<file path="config.mk">
export PLATFORM = sky130hd
export DESIGN_NAME = divider_flat
export DESIGN_NICKNAME = d
export VERILOG_FILES = /design/src/rtl/divider_pkg.sv /design/src/rtl/divider_if.sv /design/src/rtl/divider_div_step.sv /design/src/rtl/divider.sv /design/src/flat_wrapper.sv
export SDC_FILE = /design/constraint.sdc
export NUM_CORES = 1
export LEC_CHECK = 0
export ABC_AREA = 0
export CAP_MARGIN = 10
export CELL_PAD_IN_SITES_DETAIL_PLACEMENT = 0
export CELL_PAD_IN_SITES_GLOBAL_PLACEMENT = 1
export CORE_MARGIN = 2
export CORE_UTILIZATION = 44
export CTS_CLUSTER_DIAMETER = 200
export DETAILED_ROUTE_END_ITERATION = 7
export PLACE_DENSITY = 0.82
export SETUP_SLACK_MARGIN = 0.2
export SLEW_MARGIN = 0
export SYNTH_ARGS = -nofsm -noshare
export SYNTH_HDL_FRONTEND = slang
export SYNTH_SLANG_ARGS = --single-unit
export TNS_END_PERCENT = 10
</file>
<file path="constraint.sdc">
create_clock -name clk -period 4 [get_ports clk]
set_input_delay 0.6 -clock clk [delete_from_list [all_inputs] [get_ports clk]]
set_output_delay 0.6 -clock clk [all_outputs]
set_load 0.03 [all_outputs]
</file>
<file path="src/rtl/divider_pkg.sv">
// Shared types and constants for the iterative divider.
// Mode encodings, FSM states and operand helpers.
package divider_pkg;

  typedef enum logic [1:0] {
    MODE_DIV  = 2'b00,
    MODE_DIVU = 2'b01,
    MODE_REM  = 2'b10,
    MODE_REMU = 2'b11
  } mode_e;

  typedef enum logic [1:0] {
    IDLE,
    CALC,
    FIX,
    SPECIAL
  } state_e;

  localparam int DIV_STEPS = 32;
  localparam int DIV_LAT   = 34;

  // DIV and REM interpret operands as two's complement
  function automatic logic is_signed(logic [1:0] m);
    return !m[0];
  endfunction

  // magnitude of v when treated as signed, else v itself
  function automatic logic [31:0] mag(logic [31:0] v, logic s);
    return (s && v[31]) ? -v : v;
  endfunction

endpackage

</file>
<file path="src/rtl/divider_if.sv">
// Request/response bundle of the divider.
// master = issuing pipeline, slave = divider.
interface divider_if #(
  parameter int TAG_W = 4
);
  logic             valid_i;
  logic             ready_o;
  logic [31:0]      op1;
  logic [31:0]      op2;
  logic [1:0]       mode;
  logic [TAG_W-1:0] tag_i;
  logic             flush_i;
  logic             valid_o;
  logic [31:0]      result_o;
  logic [TAG_W-1:0] tag_o;

  modport master (
    output valid_i, op1, op2, mode, tag_i, flush_i,
    input  ready_o, valid_o, result_o, tag_o
  );

  modport slave (
    input  valid_i, op1, op2, mode, tag_i, flush_i,
    output ready_o, valid_o, result_o, tag_o
  );
endinterface

</file>
<file path="src/rtl/divider_div_step.sv">
// One restoring radix-2 iteration on {rem, quo}.
// Shifts, trial-subtracts, and sets the quotient bit.
module div_step (
  input  logic [63:0] acc,
  input  logic [31:0] dvsr,
  output logic [63:0] nxt
);
  logic [32:0] part;
  logic [32:0] trial;

  // borrow in bit 32 means the trial did not fit: restore
  always_comb begin
    part  = acc[63:31];
    trial = part - {1'b0, dvsr};
    if (trial[32]) nxt = {acc[62:0], 1'b0};
    else           nxt = {trial[31:0], acc[30:0], 1'b1};
  end
endmodule

</file>
<file path="src/rtl/divider.sv">
// Multi-cycle 32-bit integer divider with tag and flush.
// FSM: IDLE -> CALC (32 steps) -> FIX, or IDLE -> SPECIAL.
module divider
  import divider_pkg::*;
#(
  parameter int TAG_W = 4
) (
  input logic      clk,
  input logic      rst_n,
  divider_if.slave bus
);
  state_e           state;
  logic [4:0]       cnt;
  logic [63:0]      rq;
  logic [63:0]      rq_nxt;
  logic [31:0]      dvsr;
  logic             rem_q;
  logic             neg_q;
  logic             neg_r;
  logic [TAG_W-1:0] tag_q;

  logic        sgn;
  logic        div0;
  logic        ovf;
  logic        accept;
  logic [31:0] spec_res;
  logic [31:0] fix_res;

  assign bus.ready_o = (state == IDLE);
  assign accept = bus.valid_i && bus.ready_o
               && !bus.flush_i;

  div_step u_step (
    .acc  (rq),
    .dvsr (dvsr),
    .nxt  (rq_nxt)
  );

  // classify request and pick the short-path result
  always_comb begin
    sgn  = is_signed(bus.mode);
    div0 = (bus.op2 == 32'h0);
    ovf  = sgn && (bus.op1 == 32'h8000_0000)
        && (bus.op2 == 32'hFFFF_FFFF);
    spec_res = 32'h0;
    if (div0)
      spec_res = bus.mode[1] ? bus.op1 : 32'hFFFF_FFFF;
    else
      spec_res = bus.mode[1] ? 32'h0 : 32'h8000_0000;
  end

  // restore signs on the finished quotient/remainder
  always_comb begin
    fix_res = 32'h0;
    if (rem_q)
      fix_res = neg_r ? -rq[63:32] : rq[63:32];
    else
      fix_res = neg_q ? -rq[31:0] : rq[31:0];
  end

  // control FSM and datapath registers
  always_ff @(posedge clk or negedge rst_n) begin
    if (!rst_n) begin
      state        <= IDLE;
      cnt          <= 5'd0;
      rq           <= 64'h0;
      dvsr         <= 32'h0;
      rem_q        <= 1'b0;
      neg_q        <= 1'b0;
      neg_r        <= 1'b0;
      tag_q        <= '0;
      bus.valid_o  <= 1'b0;
      bus.result_o <= 32'h0;
      bus.tag_o    <= '0;
    end else if (bus.flush_i) begin
      state       <= IDLE;
      cnt         <= 5'd0;
      bus.valid_o <= 1'b0;
    end else begin
      bus.valid_o <= 1'b0;
      unique case (state)
        IDLE: begin
          if (accept) begin
            tag_q <= bus.tag_i;
            rem_q <= bus.mode[1];
            neg_q <= sgn && (bus.op1[31] ^ bus.op2[31]);
            neg_r <= sgn && bus.op1[31];
            dvsr  <= mag(bus.op2, sgn);
            cnt   <= 5'd0;
            if (div0 || ovf) begin
              rq    <= {32'h0, spec_res};
              state <= SPECIAL;
            end else begin
              rq    <= {32'h0, mag(bus.op1, sgn)};
              state <= CALC;
            end
          end
        end
        CALC: begin
          rq  <= rq_nxt;
          cnt <= cnt + 5'd1;
          if (cnt == 5'(DIV_STEPS - 1))
            state <= FIX;
        end
        FIX: begin
          bus.result_o <= fix_res;
          bus.tag_o    <= tag_q;
          bus.valid_o  <= 1'b1;
          state        <= IDLE;
        end
        SPECIAL: begin
          bus.result_o <= rq[31:0];
          bus.tag_o    <= tag_q;
          bus.valid_o  <= 1'b1;
          state        <= IDLE;
        end
        default: state <= IDLE;
      endcase
    end
  end
endmodule

</file>
<file path="src/flat_wrapper.sv">
// flat-port wrapper written by rule: the top's interface ports become plain ports
module divider_flat import divider_pkg::*;
#(
  parameter int TAG_W = 4
)
  (clk, rst_n, bus_valid_i, bus_op1, bus_op2, bus_mode, bus_tag_i, bus_flush_i, bus_ready_o, bus_valid_o, bus_result_o, bus_tag_o);
  divider_if #(.TAG_W(TAG_W)) bus_i ();
  input logic clk;
  input logic rst_n;
  input wire logic [$bits(bus_i.valid_i)-1:0] bus_valid_i;
  input wire logic [$bits(bus_i.op1)-1:0] bus_op1;
  input wire logic [$bits(bus_i.op2)-1:0] bus_op2;
  input wire logic [$bits(bus_i.mode)-1:0] bus_mode;
  input wire logic [$bits(bus_i.tag_i)-1:0] bus_tag_i;
  input wire logic [$bits(bus_i.flush_i)-1:0] bus_flush_i;
  output wire logic [$bits(bus_i.ready_o)-1:0] bus_ready_o;
  output wire logic [$bits(bus_i.valid_o)-1:0] bus_valid_o;
  output wire logic [$bits(bus_i.result_o)-1:0] bus_result_o;
  output wire logic [$bits(bus_i.tag_o)-1:0] bus_tag_o;
  assign bus_i.valid_i = bus_valid_i;
  assign bus_i.op1 = bus_op1;
  assign bus_i.op2 = bus_op2;
  assign bus_i.mode = bus_mode;
  assign bus_i.tag_i = bus_tag_i;
  assign bus_i.flush_i = bus_flush_i;
  assign bus_ready_o = bus_i.ready_o;
  assign bus_valid_o = bus_i.valid_o;
  assign bus_result_o = bus_i.result_o;
  assign bus_tag_o = bus_i.tag_o;
  divider #(.TAG_W(TAG_W)) u_core (.clk(clk), .rst_n(rst_n), .bus(bus_i));
endmodule
</file>
==> key figures <==
Outcome
  • Outcome: complete, no violations

Setup path
  • Worst EP arrival: 3870 ps
  • CP required: 4290 ps
  • Critical Path Sink Type: register
  • CP most frequent cell: or4_4
  • Worst path cell trace: or4_4, or4_4, or4_4, nand2b_4, or4_4, o21ai_1, xnor2_1, a311oi_1, o21ai_1
  • Slowest stage delay, CP: a little under 600 ps
  • CP max-delay cell: or4_4
  • Crit Path Class: reg -> reg
  • Crit path launch type: register
  • Reg2reg path depth: 9
  • R2R Setup Slk: between 400 and 500 ps
  • Max FO, Critical Path: 5

Clock network
  • CTS root buf: clkbuf_16
  • H-tree depth: 4
  • Clock Latency Late Sink: about 430 ps
  • CTS Buf Count: 17
  • Clock-pin slew on the worst setup and hold paths: ~70 ps
  • Clock sink total: about 150
  • Hold buffer count at cts: 0
  • Clock Path Buffers: 2
  • CTS tree: built
  • Post-CTS Setup Inserts: 0
  • CTS-repair resized insts: 0

STA
  • Final setup margin: between 400 and 500 ps
  • Slew Viols, Final: 0
  • RSZ-0062 raised after global routing: no
  • Final min period: 3570 ps
  • Worst-Margin Slew: between 900 and 1000 ps
  • Slew headroom: 33.4%
  • Final Hold Fails: 0
  • Final TNS setup: 0 ps
  • Fin crit share: a little under 90%
  • Peak Freq: approximately 0.28 GHz
  • Hold_ws: 194 ps
  • Max Clock Skew: about 15 ps
  • # setup viols final: 0

Cells and area
  • ANT cells: 0
  • Fill count: 2455
  • Final #Nets: 1666
  • Area Overhead vs Synth: 18.4%
  • Final Util: 53.2%
  • Layout cells sized above 1: 5.56%

Power and ir drop
  • Internal Power: around 5.2 mW
  • Clock power frac: between 15 and 20%
  • Pleak: around 5.6 nW
  • Power Dens Cells: roughly 740 nW/um^2
  • Pwr Total: ~10 mW
  • Psw: ~4.8 mW
  • Sequential share of power: between 20% and 30%
  • Sw frac: about 48%
  • Combinational share of power: 57.7%
  • Worst vdd ir: 0.000390 V

Min path
  • Hold WC Path Type: in -> async

Drt
  • Initial DRC count: approximately 1200
  • Antenna viol nets, final: 0
  • DRC Markers: 0
  • Wirelength per Cell: slightly below 20 um
  • Drt first pass iters: 5
  • Total number of vias: between 10000 and 15000
  • Total length of routed wires: between 30000 and 40000 um
  • Routed vias/inst: about 6.0

Global route
  • GRT Resource Usage Total: 27.4%
  • Grt ovf: 0
  • Vias in the first global route: a little over 10000
  • Initial antenna violation count: 0
  • First-pass GRT wire length: 58100 um
  • Largest net degree at the start of global routing: 83

Yosys
  • Post-synth EDFFs: 0
  • Syn avg cell area: ~7.7 um^2
  • Seq/Total Area, Yosys: 32.3%
  • Most common cell in the netlist: nand2_1
  • Syn Std Cell Area: roughly 11000 um^2
  • YS warnings: 0
  • Synth area leaders: dfrtp_1 (32%), nand2_1 (6.8%), o21ai_0 (5.4%)
  • Synth async-reset ratio: between 90% and 100%
  • Most frequent cells after synthesis: nand2_1 (206), dfrtp_1 (147), o21ai_0 (123)
  • Post-Syn Instances: roughly 1500
  • Yosys cell types: 67
  • Yosys top cell area share: 32.3%
  • Post-synth top area cell: dfrtp_1
  • Post-Syn Nets: approximately 1600
  • Yosys reg bits: around 150
  • Prevailing post-synth register cell: dfrtp_1

Die
  • Row cnt: 58
  • Initial Util: between 40% and 50%
  • Chip Height: about 160 um
  • Die width: approximately 160 um
  • CORE AREA: 25300 um^2
  • I/O Pins: 112
  • Die ar.: about 27000 um^2

Placed design
  • Final Wtd Congestion: 0.916
  • Port bufs: roughly 110
  • Setup WS pre-CTS: ~95 ps
  • Dpl hpwl: ~27000 um

Job
  • MaxCap Viol Count: 0
-- path summary, 6_finish.rpt --
path                                       from                 endpoint
min in group clk                u_core.tag_q[1]      u_core.bus.tag_o[1]
worst min-delay path                      rst_n   u_core.bus.result_o[9]
max in group asynchronous                 rst_n             u_core.neg_q
worst max register to register    u_core.rq[38]  u_core.bus.result_o[27]
worst max-delay path              u_core.rq[38]  u_core.bus.result_o[27]
worst min register to register  u_core.tag_q[1]      u_core.bus.tag_o[1]
-- final cells by class --
class / instances / area, um^2 / share of cell area [%]
Sequential cell: 147 / 3680 / 27.3
Inverter: 59 / 221 / 1.64
Multi-Input combinational cell: 1182 / 7170 / 53.2
Tap cell: 330 / 413 / 3.06
Clock inverter: 14 / 120 / 0.891
Clock buffer: 18 / 439 / 3.26
Timing Repair Buffer: 145 / 1430 / 10.6
-- state kept, by name (all words and copies together) (netlist names) --
signal and count:
u_core.bus.valid_o 1, u_core.neg_q 1, u_core.dvsr 32, u_core.cnt 5, u_core.rq 64, u_core.bus.tag_o 4
u_core.tag_q 4, u_core.bus.result_o 32, u_core.rem_q 1, u_core.neg_r 1, u_core.state 2
-- kinds of logic (layout without fill, tap and decap cells) --
| kind of cell | after synthesis | count (layout) | synth area share (%) |
|---|---|---|---|
| AO/OA/AOI/OAI | 506 | 506 | 27.3 |
| XOR/XNOR | 93 | 93 | 7.16 |
| adder cells (fa/ha/maj) | 40 | 40 | 4.46 |
| buffers and inverters | 146 | 236 | 4.83 |
| flip-flops | 147 | 147 | 32.3 |
| multiplexers | 25 | 25 | 2.22 |
| AND/OR/NAND/NOR | 518 | 518 | 21.7 |
-- worst max-delay path, delay by kind of cell, from the launching register on --
family | cells | cell delay [ps]
AO/OA/AOI/OAI | 3 | 600
XOR/XNOR | 1 | 100
flip-flops | 1 | 460
AND/OR/NAND/NOR | 5 | 2280
-- metal layers --
metal,track usage (%),routed length (um)
met3,4.70,2730
met1,42.4,17800
met2,38.9,15300
met4,7.39,666
met5,0,0
-- placed cells by master (no fill, tap or decap), types with 5 or more instances in the layout --
master and count:
nand2_1 206, dfrtp_1 146, o21ai_0 123, nor2_1 116
clkdlybuf4s50_1 110, a21oi_1 100, o21ai_1 88, inv_1 58
xnor2_1 51, xor2_1 41, ha_1 39, o31ai_1 36
nor3_1 29, buf_4 29, or3_1 24, mux2i_1 23
a211oi_1 21, nand4_1 20, nand2b_1 17, or4_1 17
a21o_1 17, clkbuf_16 17, a32oi_1 16, o22ai_1 16
nand3_1 15, nor2b_1 14, nor4_1 14, o21a_1 11
o211ai_1 9, a22oi_1 9, o31a_1 8, a31oi_1 8
nor3b_1 8, o41ai_1 7, and2_1 7, nand3b_1 6
o2111ai_1 6, o21bai_1 5, buf_12 5
-- through the flow --
stage / cell area [um^2] / instances
global placement: 12900 / 1863
CTS: 13500 / 1895
floorplan: 11400 / 1475
detailed placement: 12900 / 1863
global route: 13500 / 1895
finish: 13500 / 1895
-- power by group through the flow --
stage | logic, mW | clock network (mW) | registers, mW
after floorplan | 3.83 | 0 | 2.75
after global placement | 5.66 | 0 | 2.67
after detailed placement | 5.71 | 0 | 2.69
after CTS | 5.75 | 1.58 | 2.66
after global routing | 6.35 | 1.64 | 2.74
final | 5.77 | 1.55 | 2.68
Note: power is estimated with default switching activity, not from simulation.
